===== src/rtl/jtframe_psg_mixfilt.sv =====
// Multi-channel PSG mixer: per-channel 4.4 gain through one shared multiplier,
// saturation, leaky-integrator DC removal and an optional one-pole low-pass.
module jtframe_psg_mixfilt #(
  parameter int unsigned CH   = 3,
  parameter int unsigned DW   = 10,
  parameter int unsigned DCSH = 8,
  parameter int unsigned LPSH = 2
) (
  input  logic                 clk,
  input  logic                 rst_n,
  input  logic                 sample,
  input  logic [CH*DW-1:0]     din,
  input  logic [CH*8-1:0]      gain,
  input  logic                 lpf_en,
  output logic signed [15:0]   dout,
  output logic                 dout_valid,
  output logic                 busy,
  output logic                 overrun
);

  localparam int unsigned ChW = (CH > 1) ? $clog2(CH) : 1;
  localparam int unsigned SW  = DW + $clog2(CH);
  localparam int unsigned AW  = DW + 8 + $clog2(CH);
  localparam int unsigned PW  = DW + 8;
  localparam int unsigned YW  = SW + 1;
  // DC estimate keeps DCSH fraction bits plus one guard bit above the signed range
  localparam int unsigned DcW = SW + 2 + DCSH;

  if (SW > 15) begin : g_sw_check
    $error("jtframe_psg_mixfilt: DW + clog2(CH) must not exceed 15");
  end
  if (CH < 1 || CH > 8) begin : g_ch_check
    $error("jtframe_psg_mixfilt: CH must be in 1..8");
  end

  typedef enum logic [2:0] {
    StIdle,
    StMac,
    StSat,
    StDcrm,
    StLpf,
    StOut
  } state_e;

  state_e state_q, state_d;

  // Snapshots taken when a conversion is accepted
  logic [DW-1:0] din_s  [CH];
  logic [7:0]    gain_s [CH];
  logic          lpf_en_s;

  logic [ChW-1:0]        ch_q;
  logic [AW-1:0]         acc_q;
  logic signed [YW-1:0]  m_q;
  logic signed [YW-1:0]  y_q;
  logic signed [DcW-1:0] dc_q;
  logic signed [YW-1:0]  lp_q;

  // Combinational datapath
  logic [PW-1:0]         prod;
  logic [AW-1:0]         acc_sum;
  logic [AW-5:0]         acc_shr;
  logic [SW-1:0]         m_sat;
  logic signed [DcW-1:0] dc_shr;
  logic signed [YW-1:0]  dc_int;
  logic signed [YW-1:0]  y_new;
  logic signed [DcW-1:0] m_ext;
  logic signed [DcW-1:0] dc_err;
  logic signed [DcW-1:0] dc_step;
  logic signed [DcW-1:0] dc_next;
  logic signed [YW:0]    lp_err;
  logic signed [YW:0]    lp_step;
  logic signed [YW-1:0]  lp_next;
  logic signed [15:0]    z_ext;
  logic signed [15:0]    dout_d;

  assign busy = (state_q != StIdle);

  // Shared multiplier, MAC, saturation and filter arithmetic
  always_comb begin
    prod    = PW'(din_s[ch_q]) * PW'(gain_s[ch_q]);
    acc_sum = acc_q + AW'(prod);
    acc_shr = acc_q[AW-1:4];
    if (acc_shr[AW-5:SW] != '0) begin
      m_sat = '1;
    end else begin
      m_sat = acc_shr[SW-1:0];
    end
    // Integer part of the DC estimate; the old value is used for y
    dc_shr  = dc_q >>> DCSH;
    dc_int  = dc_shr[YW-1:0];
    y_new   = m_q - dc_int;
    m_ext   = DcW'(m_q);
    dc_err  = (m_ext <<< DCSH) - dc_q;
    dc_step = dc_err >>> DCSH;
    dc_next = dc_q + dc_step;
    lp_err  = {y_q[YW-1], y_q} - {lp_q[YW-1], lp_q};
    lp_step = lp_err >>> LPSH;
    lp_next = lp_q + lp_step[YW-1:0];
    // lp always holds z, whether the low-pass is bypassed or not
    z_ext   = 16'(lp_q);
    dout_d  = z_ext <<< (15 - SW);
  end

  // Next-state decode
  always_comb begin
    state_d = state_q;
    unique case (state_q)
      StIdle:  if (sample) state_d = StMac;
      StMac:   if (ch_q == ChW'(CH - 1)) state_d = StSat;
      StSat:   state_d = StDcrm;
      StDcrm:  state_d = StLpf;
      StLpf:   state_d = StOut;
      StOut:   state_d = StIdle;
      default: state_d = StIdle;
    endcase
  end

  // State register
  always_ff @(posedge clk) begin
    if (!rst_n) begin
      state_q <= StIdle;
    end else begin
      state_q <= state_d;
    end
  end

  // Input snapshots; only loaded on an accepted strobe so no reset is needed
  always_ff @(posedge clk) begin
    if (rst_n && state_q == StIdle && sample) begin
      for (int k = 0; k < int'(CH); k++) begin
        din_s[k]  <= din[k*DW +: DW];
        gain_s[k] <= gain[k*8 +: 8];
      end
      lpf_en_s <= lpf_en;
    end
  end

  // Datapath registers and output strobes
  always_ff @(posedge clk) begin
    if (!rst_n) begin
      ch_q       <= '0;
      acc_q      <= '0;
      m_q        <= '0;
      y_q        <= '0;
      dc_q       <= '0;
      lp_q       <= '0;
      dout       <= '0;
      dout_valid <= 1'b0;
      overrun    <= 1'b0;
    end else begin
      dout_valid <= 1'b0;
      overrun    <= sample && (state_q != StIdle);
      unique case (state_q)
        StIdle: begin
          if (sample) begin
            acc_q <= '0;
            ch_q  <= '0;
          end
        end
        StMac: begin
          acc_q <= acc_sum;
          ch_q  <= ch_q + ChW'(1);
        end
        StSat: begin
          m_q <= $signed({1'b0, m_sat});
        end
        StDcrm: begin
          y_q  <= y_new;
          dc_q <= dc_next;
        end
        StLpf: begin
          lp_q <= lpf_en_s ? lp_next : y_q;
        end
        StOut: begin
          dout       <= dout_d;
          dout_valid <= 1'b1;
        end
        default: ;
      endcase
    end
  end

endmodule


===== config.mk =====
export PLATFORM = sky130hd
export DESIGN_NAME = jtframe_psg_mixfilt
export DESIGN_NICKNAME = d
export VERILOG_FILES = /design/src/rtl/jtframe_psg_mixfilt.sv
export SDC_FILE = /design/constraint.sdc
export NUM_CORES = 1
export LEC_CHECK = 0
export CAP_MARGIN = 10
export CORE_UTILIZATION = 54
export CTS_CLUSTER_SIZE = 16
export DETAILED_ROUTE_END_ITERATION = 8
export HOLD_SLACK_MARGIN = 0.02
export PLACE_DENSITY = 0.7
export SYNTH_ARGS = -nofsm -noshare
export SYNTH_HDL_FRONTEND = slang
export SYNTH_SLANG_ARGS = --single-unit

===== constraint.sdc =====
create_clock -name clk -period 7.7 [get_ports clk]
set_input_delay 1.155 -clock clk [delete_from_list [all_inputs] [get_ports clk]]
set_output_delay 1.155 -clock clk [all_outputs]
set_load 0.005 [all_outputs]

# --- After elaboration in Yosys (flattened, before gate mapping) ---
# Memory sizes are Yosys's and may differ from the RTL's. A register that Yosys moved wholly into a read port is not among the register bits.
# Cells that the tools add are included.
word_totals:
  register_bits: 101
  latchBits: 0
  ramBits: 54
  romBits: 0
  inputBits: 58
  output_inout_bits: 19
  wordCells: 54
  mem_count: 2
mem_list:
  columns: ["memory", "words", "width", "read_ports", "rd_clocked_by_memory_dff", "wr", "line", "text"]
  rows:
  - ["din_s", 3, 10, 1, 1, 3, "48", "logic [DW-1:0] din_s [CH];"]
  - ["gain_s", 3, 8, 1, 1, 3, "49", "logic [7:0] gain_s [CH];"]
classes:
  add_sub_neg: 7
  multipliers: 1
  div: 0
  n_lt_le_gt_ge: 0
  eq_ne: 8
  n_shift: 0
  n_mux: 16
  bitwise_logic: 0
  reduce_logical: 9
ops:
  columns: ["cell", "count"]
  rows:
  - ["$pmux 20 s2", 1]
  - ["$add 22x14->22", 1]
  - ["$sub 21x22->22", 1]
  - ["$add 20x18->20", 1]
  - ["$mux 20", 1]
  - ["$mul 10x8->18", 1]
  - ["$pmux 3 s5", 1]
  - ["$sub 13x13->14", 1]
  - ["$add 13x13->13", 1]
  - ["$mux 13", 1]
  - ["$sub 13x13->13", 1]
  - ["$mux 12", 1]
  - ["$mux 2", 5]
  - ["$eq 3x2->1 const B", 2]
  - ["$eq 3x3->1 const B", 2]
  - ["$mux 3", 2]
  - ["$ne 2x2->1 const B", 2]
  - ["$pmux 2 s2", 1]
  - ["$reduce_and 2->1", 2]
  - ["$reduce_bool 4->1", 1]
  - ["$eq 3x1->1 const B", 1]
  - ["$logic_and 1x1->1", 3]
  - ["$logic_not 3->1", 1]
  - ["$mux 1", 3]
  - ["4 further kinds", 4]

# --- Longest topological paths before layout ---
# Gate-level depths: netlist (run 1).
depth:
  ltp_word: 5
  ltp_mapped: 25
  mapped_depth_nobuf: 23

# --- Worst setup path before layout (run 1) ---
# OpenSTA, ideal clock, no wires.
synth_path:
  path_kind: "register to register"
  from: "reg (tool-made name)"
  to: "reg acc_q[19]"
  setup_time_ns: 0.122
  arrival_time_ns: 5.351
  t_required_ns: 7.578
  slack_ns: 2.227
  path_stages_with_launch: 19
  n_path_buf: 2
  synth_period_minus_slack_ns: 5.473
  path_cell_list: "dfxtp_1 -> buf_2 -> buf_2 -> mux2i_1 -> nor2_1 -> a21oi_1 -> nor2_1 -> fa_1 -> fa_1 -> fa_1 -> inv_1 -> fa_1 -> inv_1 -> ha_1 -> a2111oi_0 -> a2111o_1 -> o211ai_1 -> a22o_1 -> o311a_1"
synth_lines:
  columns: ["item", "line", "text"]
  rows:
  - ["end signal, assigned", "162", "acc_q <= acc_sum;"]
  - ["end, declared", "53", "logic [AW-1:0] acc_q;"]

==> results.sh, run 1 <==
export IMPL_clk_pin_slew_ns=0.07
export IMPL_syn_area_per_cell_sq_um=8.89
export IMPL_tightest_slew_ns=1.09
export IMPL_finalNetCount=1586
export IMPL_synth_top_family_by_area="adder cells"
export IMPL_drv_cap=0
export IMPL_powerDensity_mw_per_mm2=262
export IMPL_path_class="reg2reg"
export IMPL_netlist_area_leader_share=0.175
export IMPL_post_drt_wl_per_cell_um=15.6
export IMPL_dpl_cell_area_sq_mm=0.0126
export IMPL_htreeDepth=4
export IMPL_pre_cts_ws_ns=1.33
export IMPL_place_congestion=0.913
export IMPL_antenna_left=0
export IMPL_portBuffers=73
export IMPL_drc=0
export IMPL_synth_most_common_cell="inv_1"
export IMPL_synth_adder_area_share=0.223
export IMPL_num_fill_cells=1782
export IMPL_grt_pass1_wl_um=43100
export IMPL_synthCells=1311
export IMPL_cts_buffers=17
export IMPL_antenna_found_initial=0
export IMPL_relSlewSlack=0.269
export IMPL_synth_mux_area_frac=0.0232
export IMPL_via_count=9123
export IMPL_ir_drop_v=0.000169
export IMPL_cts_max_path_buffers=2
export IMPL_postCtsHoldBufs=0
export IMPL_clock_latency_ns=0.44
export IMPL_drive_gt1_frac=0.0575
export IMPL_clock_skew_ns=0.0128
export IMPL_crit_arrival_ns=6.73
export IMPL_synth_compound_area_frac=0.169
export IMPL_critical_path_max_fanout=18
export IMPL_critPathRequiredTime_ns=8.05
export IMPL_ys_flop_type="dfxtp_1"
export IMPL_synth_seq_cells=157
export IMPL_slew_violations=0
export IMPL_initial_core_util=0.553
export IMPL_hp_class="reg2reg"
export IMPL_dieHeight_um=149
export IMPL_cts_setup_buffers=0
export IMPL_fmax_ghz=0.157
export IMPL_hold_ws_ns=0.456
export IMPL_status="finished clean"
export IMPL_synth_cell_type_count=76
export IMPL_rsz0062_at_grt="no"
export IMPL_antenna_cells=0
export IMPL_fin_crit_ns=6.38
export IMPL_cts_root_buf="clkbuf_16"
export IMPL_async_flop_share=0
export IMPL_end_kind="flop"
export IMPL_drt_wl_total_um=25700
export IMPL_via_per_inst=5.54
export IMPL_p_leak_nw=5.61
export IMPL_setup_viol=0
export IMPL_worst_setup_path_start_kind="flop"
export IMPL_drt_iter0_markers=437
export IMPL_die_area_sq_mm=0.0222
export IMPL_netlist_top_cells_area="dfxtp_1 18%, edfxtp_1 14%, fa_1 12%, ha_1 11%, inv_1 5.3%"
export IMPL_grt_start_max_net_pins=56
export IMPL_fin_ws_ns=1.32
export IMPL_syn_area_sq_mm=0.0117
export IMPL_ys_warn_count=0
export IMPL_synth_edf_count=55
export IMPL_hold_viol=0
export IMPL_synth_common_cells="166 x inv_1, 145 x nor2_1, 113 x nand2_1"
export IMPL_io_pins=77
export IMPL_coreArea_sq_mm=0.0211
export IMPL_synth_largest_area_cell="dfxtp_1"
export IMPL_grt_usage=0.245
export IMPL_dr_pass1_iters=5
export IMPL_synth_seq_area_share=0.317
export IMPL_synth_xor_area_frac=0.0488
export IMPL_area_growth_pct=13.3
export IMPL_rows=53
export IMPL_dp_hpwl_um=19400
export IMPL_cts_resized=0
export IMPL_tns_ns=0
export IMPL_clock_sinks=157
export IMPL_grt_pass1_vias=8882
export IMPL_fin_area_sq_mm=0.0132
export IMPL_grt_ovfl_total=0
export IMPL_post_route_period_util=0.828
export IMPL_synthSimpleGateAreaFrac=0.146
export IMPL_cts_tree="built"
export IMPL_die_x_um=149
-- logic make-up after synthesis --
family,count (synthesis)
simple gates,374
flops,157
buf+inv,221
mux,27
compound gates,298
other cells,1
xor+xnor,65
fa+ha+maj,168
-- area by class of cell --
type / count / area, sq um / area share
Sequential cell: 157 / 3690 / 0.280
Tap cell: 275 / 344 / 0.0261
Inverter: 166 / 623 / 0.0472
Clock inverter: 15 / 166 / 0.0126
Clock buffer: 17 / 425 / 0.0322
Multi-Input combinational cell: 935 / 7130 / 0.540
Timing Repair Buffer: 83 / 826 / 0.0625
-- routing by layer --
| layer | wire (um) | vias up | global-route usage |
|---|---|---|---|
| met5 | 0 | - | 0 |
| met1 | 11300 | 4332 | 0.308 |
| met2 | 13000 | 191 | 0.428 |
| met4 | 417 | 0 | 0.0765 |
| met3 | 956 | 30 | 0.0413 |
| li1 | - | 4570 | - |
-- critical path: stages (launching register included) --
cell and delay, ns:
dfxtp_1 1.05, mux2i_1 0.28, nor2_1 0.06, a21oi_1 0.59
or2_2 0.24, fa_1 0.44, fa_1 0.55, inv_1 0.06
fa_1 0.53, inv_1 0.06, fa_1 0.53, inv_1 0.04
ha_1 0.32, inv_1 0.05, o22ai_1 0.26, nor3_1 0.12
o31ai_1 0.49, a21o_1 0.19, a21oi_1 0.07, xor2_1 0.15
o31ai_1 0.19
-- path summary, 6_finish.rpt --
path	slack [ns]	depth (start not counted)	end	start
worst max-delay path	1.32	20	acc_q[16]	flop
worst min register to register	0.46	2	dout[8]	dout[8]
worst max register to register	1.32	20	acc_q[16]	flop
worst min-delay path	0.46	2	dout[8]	dout[8]
-- flip-flops by register name, indices dropped and copies added (netlist names), named ones only --
register and cells:
lp_q 13, lpf_en_s 1, acc_q 20, m_q 12, ch_q 2, y_q 13
gain_s 24, dout 13, dout_valid 1, overrun 1, dc_q 22, state_q 3
din_s 30
-- report_power, final --
group	total (mW)	switching, mW	internal [mW]
clock network	0.850	0.414	0.435
logic	1.68	0.944	0.740
registers	0.932	0.0325	0.899
total	3.47	1.39	2.07
-- through the flow --
stage               std cells  power [mW]   util
global placement         1615        2.58  0.597
CTS                      1647        3.49  0.625
floorplan                1313        2.30      -
global route             1648        3.79  0.626
finish                   1648        3.47  0.626
detailed placement       1615        2.63  0.597
-- placed cells by master (no fill, tap or decap), types with 17 or more instances in the layout --
cell	instances
inv_1	165
nor2_1	145
nand2_1	113
a21oi_1	108
dfxtp_1	102
ha_1	101
clkdlybuf4s50_1	73
fa_1	67
edfxtp_1	55
o21ai_0	39
xnor2_1	37
xor2_1	28
mux2i_1	27
nand2b_1	20
a21o_1	20
a211oi_1	17
clkbuf_16	17
Note: power is estimated with default switching activity, not from simulation.
==> inputs of run 2 (changes only) <==
clock period = 6.7 ns   (was 7.7 ns; I/O delays follow)
==> run 2 against run 1 <==
First-iteration DRC count fell by 6.2%. Critical path depth rose by 1. Non-clock buffer count rose by 14. Clock skew rose by 0.0016 ns. Die area did not move. Wire length rose by 0.92%. Clock power rose by 15%. Sequential share of layout area fell by 0.17 points. Register-to-register slack got worse by 0.40 ns. Count of clock-buffer cells in the layout did not move. Setup slack got worse by 0.40 ns. Critical path type unchanged. Highest routed layer unchanged.
==> results.sh, run 2 (synthesized netlist as in run 1, its figures left out) <==
export IMPL_worst_setup_path_start_kind="flop"
export IMPL_hold_viol=0
export IMPL_cts_buffers=17
export IMPL_layout_common_cells="165 x inv_1, 145 x nor2_1, 113 x nand2_1"
export IMPL_drt_iter0_markers=410
export IMPL_reg_top3="din_s x30, gain_s x24, dc_q x22"
export IMPL_crit_arrival_ns=6.12
export IMPL_via_count=9178
export IMPL_hold_ws_ns=0.454
export IMPL_antenna_left=0
export IMPL_grt_pass1_vias=9155
export IMPL_ff2ff_path_depth=21
export IMPL_min_to="dout[5]"
export IMPL_finalPower_mw=4.00
export IMPL_fmax_ghz=0.173
export IMPL_cts_resized=0
export IMPL_relSlewSlack=0.434
export IMPL_rrSetupSlack_ns=0.93
export IMPL_via_per_inst=5.52
export IMPL_p_clk_frac=0.245
export IMPL_hold_depth=2
export IMPL_finalNetCount=1600
export IMPL_cts_setup_buffers=0
export IMPL_clock_skew_ns=0.0144
export IMPL_status="finished clean"
export IMPL_layout_commonest_cell="inv_1"
export IMPL_p_switching_mw=1.60
export IMPL_p_leak_nw=5.68
export IMPL_critPathRequiredTime_ns=7.05
export IMPL_grt_usage=0.247
export IMPL_portBuffers=73
export IMPL_largest_register_ffs=30
export IMPL_grt_ovfl_total=0
export IMPL_critical_path_max_fanout=20
export IMPL_clock_sinks=157
export IMPL_cts_tree="built"
export IMPL_clock_latency_ns=0.44
export IMPL_min_from="dout[5]"
export IMPL_fin_crit_ns=5.77
export IMPL_cts_max_path_buffers=2
export IMPL_setup_viol=0
export IMPL_coreArea_sq_mm=0.0211
export IMPL_hp_class="reg2reg"
export IMPL_grt_pass1_wl_um=43500
export IMPL_dr_pass1_iters=5
export IMPL_drt_wl_total_um=25900
export IMPL_end_kind="flop"
export IMPL_antenna_found_initial=0
export IMPL_clk_pin_slew_ns=0.07
export IMPL_cts_root_buf="clkbuf_16"
export IMPL_rsz0062_at_grt="no"
export IMPL_area_growth_pct=14.0
export IMPL_drv_cap=0
export IMPL_dp_hpwl_um=19600
export IMPL_rows=53
export IMPL_place_congestion=0.893
export IMPL_postCtsHoldBufs=0
export IMPL_switching_share=0.400
export IMPL_path_class="reg2reg"
export IMPL_dpl_cell_area_sq_mm=0.0127
export IMPL_drc=0
export IMPL_ir_drop_v=0.000227
export IMPL_tns_ns=0
export IMPL_htreeDepth=4
export IMPL_io_pins=77
export IMPL_fin_area_sq_mm=0.0133
export IMPL_top_register="din_s"
export IMPL_post_drt_wl_per_cell_um=15.6
export IMPL_drive_gt1_frac=0.0671
export IMPL_grt_start_max_net_pins=56
export IMPL_worstReg2RegEnd="acc_q[16]"
export IMPL_dieHeight_um=149
export IMPL_post_route_period_util=0.862
export IMPL_initial_core_util=0.553
export IMPL_antenna_cells=0
export IMPL_die_area_sq_mm=0.0222
export IMPL_internal_power_mw=2.40
export IMPL_pwr_share_seq=0.267
export IMPL_powerDensity_mw_per_mm2=301
export IMPL_pwr_share_comb=0.488
export IMPL_tightest_slew_ns=0.848
export IMPL_slew_violations=0
export IMPL_die_x_um=149
## run 2: worst max-delay path: stages, from the launching register on
cell	delay [ns]
dfxtp_1	0.59
buf_4	0.30
nor2_1	0.07
a21oi_1	0.47
inv_1	0.19
nand2_1	0.14
fa_1	0.44
fa_1	0.49
inv_1	0.06
fa_1	0.53
inv_1	0.05
fa_1	0.52
inv_1	0.04
ha_1	0.32
inv_1	0.05
o22ai_1	0.24
nor3_1	0.12
o31ai_1	0.49
a21o_1	0.19
a21oi_1	0.07
xor2_1	0.15
o31ai_1	0.18
## run 2: layer usage
layer  up-vias  GRT usage  wire length (um)
li1       4590          -                 -
met1      4383      0.308             11500
met2       176      0.436             13200
met3        29     0.0419               821
met4         0     0.0719               396
met5         -          0                 0
## run 2: power by group through the flow
stage / sequential, mW / combinational (mW) / clock, mW
2_1_floorplan: 1.07 / 1.57 / 0
3_5_place_dp: 1.09 / 1.95 / 0
3_3_place_gp: 1.09 / 1.90 / 0
5_1_grt: 1.07 / 2.24 / 1.04
6_report: 1.07 / 1.95 / 0.979
4_1_cts: 1.07 / 1.97 / 0.999
## run 2: cell type report
class                      instances  area [sq um]
clock buffer                      17           425
clock inverter                    15           163
fill                            1798          7800
inverter                         166           623
multi-input combinational        935          7130
sequential                       157          3690
tap                              275           344
timing repair buffer              97           911
## run 2: per-stage QoR
| stage | setup slack, ns | cells | util |
|---|---|---|---|
| 2_1_floorplan | 1.23 | 1313 | - |
| 3_3_place_gp | 1.02 | 1630 | 0.602 |
| 3_5_place_dp | 0.955 | 1630 | 0.602 |
| 4_1_cts | 0.930 | 1662 | 0.630 |
| 5_1_grt | 0.553 | 1662 | 0.630 |
| 6_report | 0.927 | 1662 | 0.630 |
## run 2: worst max-delay path by stage
stage	endpoint	startpoint	depth (start not counted)	slack [ns]
after global routing	acc_q[16]	flop	22	0.55
after floorplan	acc_q[19]	flop	18	1.23
after global placement	acc_q[16]	flop	22	1.02
final	acc_q[16]	flop	21	0.93
after CTS	acc_q[16]	flop	22	0.93
after detailed placement	acc_q[16]	flop	22	0.96
==> inputs of run 3 (changes only) <==
CTS_CLUSTER_DIAMETER = 80   (was unset)
HOLD_SLACK_MARGIN = unset   (was 0.02)
PLACE_DENSITY = 0.74   (was 0.7)
==> run 3 against run 2 <==
Via count increased by 0.16%. Total power decreased by 1.0%. Sequential share of layout area increased by 0.089 points. Cell count decreased by 0.18%. Maximum frequency decreased by 4.6%. Design area decreased by 0.32%. Critical path type unchanged. Largest cell class unchanged. Highest routed layer unchanged.
==> results.sh, run 3 (synthesized netlist as in run 1, its figures left out) <==
export IMPL_layout_common_cells="165 x inv_1, 145 x nor2_1, 113 x nand2_1"
export IMPL_critPathRequiredTime_ns=7.04
export IMPL_min_to="dout[10]"
export IMPL_cts_resized=0
export IMPL_io_pins=77
export IMPL_rrSetupSlack_ns=0.65
export IMPL_largest_register_ffs=30
export IMPL_fmax_ghz=0.165
export IMPL_slew_violations=0
export IMPL_postCtsHoldBufs=0
export IMPL_status="finished clean"
export IMPL_worstReg2RegEnd="acc_q[16]"
export IMPL_htreeDepth=4
export IMPL_antenna_found_initial=0
export IMPL_grt_pass1_vias=8847
export IMPL_drt_iter0_markers=538
export IMPL_dpl_cell_area_sq_mm=0.0127
export IMPL_fin_area_sq_mm=0.0132
export IMPL_finalNetCount=1598
export IMPL_portBuffers=73
export IMPL_clock_skew_ns=0.00991
export IMPL_post_drt_wl_per_cell_um=15.2
export IMPL_top_register="din_s"
export IMPL_post_route_period_util=0.903
export IMPL_drt_wl_total_um=25200
export IMPL_tightest_slew_ns=0.807
export IMPL_finalPower_mw=3.96
export IMPL_layout_commonest_cell="inv_1"
export IMPL_grt_pass1_wl_um=42100
export IMPL_hold_viol=0
export IMPL_cts_buffers=17
export IMPL_initial_core_util=0.553
export IMPL_grt_start_max_net_pins=56
export IMPL_ir_drop_v=0.000309
export IMPL_path_class="reg2reg"
export IMPL_via_per_inst=5.54
export IMPL_hp_class="reg2reg"
export IMPL_multiInputGateArea_sq_mm=0.00713
export IMPL_critical_path_max_fanout=8
export IMPL_clock_latency_ns=0.43
export IMPL_dieHeight_um=149
export IMPL_setup_viol=0
export IMPL_pre_cts_ws_ns=0.708
export IMPL_cts_max_path_buffers=2
export IMPL_num_fill_cells=1803
export IMPL_coreArea_sq_mm=0.0211
export IMPL_hold_depth=2
export IMPL_drc=0
export IMPL_regArea_sq_mm=0.00369
export IMPL_worst_setup_path_start_kind="flop"
export IMPL_relSlewSlack=0.462
export IMPL_p_leak_nw=5.65
export IMPL_fin_ws_ns=0.648
export IMPL_rsz0062_at_grt="no"
export IMPL_place_congestion=0.953
export IMPL_reg_top3="din_s x30, gain_s x24, dc_q x22"
export IMPL_cts_tree="built"
export IMPL_utilization=0.628
export IMPL_min_from="dout[10]"
export IMPL_drv_cap=0
export IMPL_die_area_sq_mm=0.0222
export IMPL_clock_sinks=157
export IMPL_fin_crit_ns=6.05
export IMPL_drive_gt1_frac=0.0643
export IMPL_clk_pin_slew_ns=0.07
export IMPL_powerDensity_mw_per_mm2=299
export IMPL_end_kind="flop"
export IMPL_rows=53
export IMPL_tns_ns=0
export IMPL_cts_setup_buffers=0
export IMPL_dr_pass1_iters=7
export IMPL_area_growth_pct=13.6
export IMPL_antenna_cells=0
export IMPL_crit_arrival_ns=6.39
export IMPL_cts_root_buf="clkbuf_16"
export IMPL_antenna_left=0
export IMPL_grt_usage=0.239
export IMPL_grt_ovfl_total=0
export IMPL_dp_hpwl_um=19700
export IMPL_ff2ff_path_depth=23
export IMPL_die_x_um=149
export IMPL_via_count=9193
-- run 3: cell count changes in the layout (fill, tap and decap cells not counted), moves of 2 or more --
cell / previous run / this run
buf_4: 24 / 22
clkinv_8: 2 / 0
inv_6: 3 / 5
inv_8: 7 / 1
-- run 3: final cells by class --
class / count / share of cell area
Timing Repair Buffer: 95 / 0.0676
Tap cell: 275 / 0.0260
Multi-Input combinational cell: 935 / 0.538
Clock inverter: 13 / 0.00992
Clock buffer: 18 / 0.0324
Sequential cell: 157 / 0.279
Inverter: 166 / 0.0470
-- run 3: report_power, final --
part / internal (mW) / switching, mW
sequential: 1.03 / 0.0347
clock: 0.519 / 0.414
combinational: 0.857 / 1.10
total: 2.41 / 1.55
-- run 3: metal layers --
metal  track usage  up-vias  wire [um]
li1              -     4585          -
met1         0.302     4374      11400
met2         0.413      200      12400
met3        0.0361       34        862
met4        0.0816        0        580
met5             0        -          0
-- run 3: worst max path at each step --
| stage | startpoint | to | slack, ns | cells after the start |
|---|---|---|---|---|
| after floorplan | flop | acc_q[19] | 1.23 | 18 |
| after global placement | flop | acc_q[16] | 0.88 | 22 |
| after detailed placement | flop | acc_q[16] | 0.71 | 23 |
| after CTS | flop | acc_q[16] | 0.68 | 23 |
| after global routing | flop | acc_q[16] | 0.23 | 23 |
| final | flop | acc_q[16] | 0.65 | 23 |
-- run 3: per-stage QoR --
step                      instances  hold WS [ns]
after floorplan                1313         0.432
final                          1659         0.455
after global routing           1659         0.470
after global placement         1628         0.442
after CTS                      1659         0.459
after detailed placement       1628         0.450
-- run 3: critical path: stages (launching register included) --
cell     delay, ns
dfxtp_1       0.58
buf_4         0.25
buf_4         0.19
mux2i_1       0.20
nor2_1        0.05
a21oi_1       0.39
inv_1         0.16
nand2_1       0.12
fa_1          0.45
fa_1          0.54
inv_1         0.06
fa_1          0.53
inv_1         0.05
fa_1          0.52
inv_1         0.04
ha_1          0.31
inv_1         0.05
o22ai_1       0.24
nor3_1        0.11
o31ai_1       0.50
a21o_1        0.19
a21oi_1       0.08
xor2_1        0.15
o31ai_1       0.18
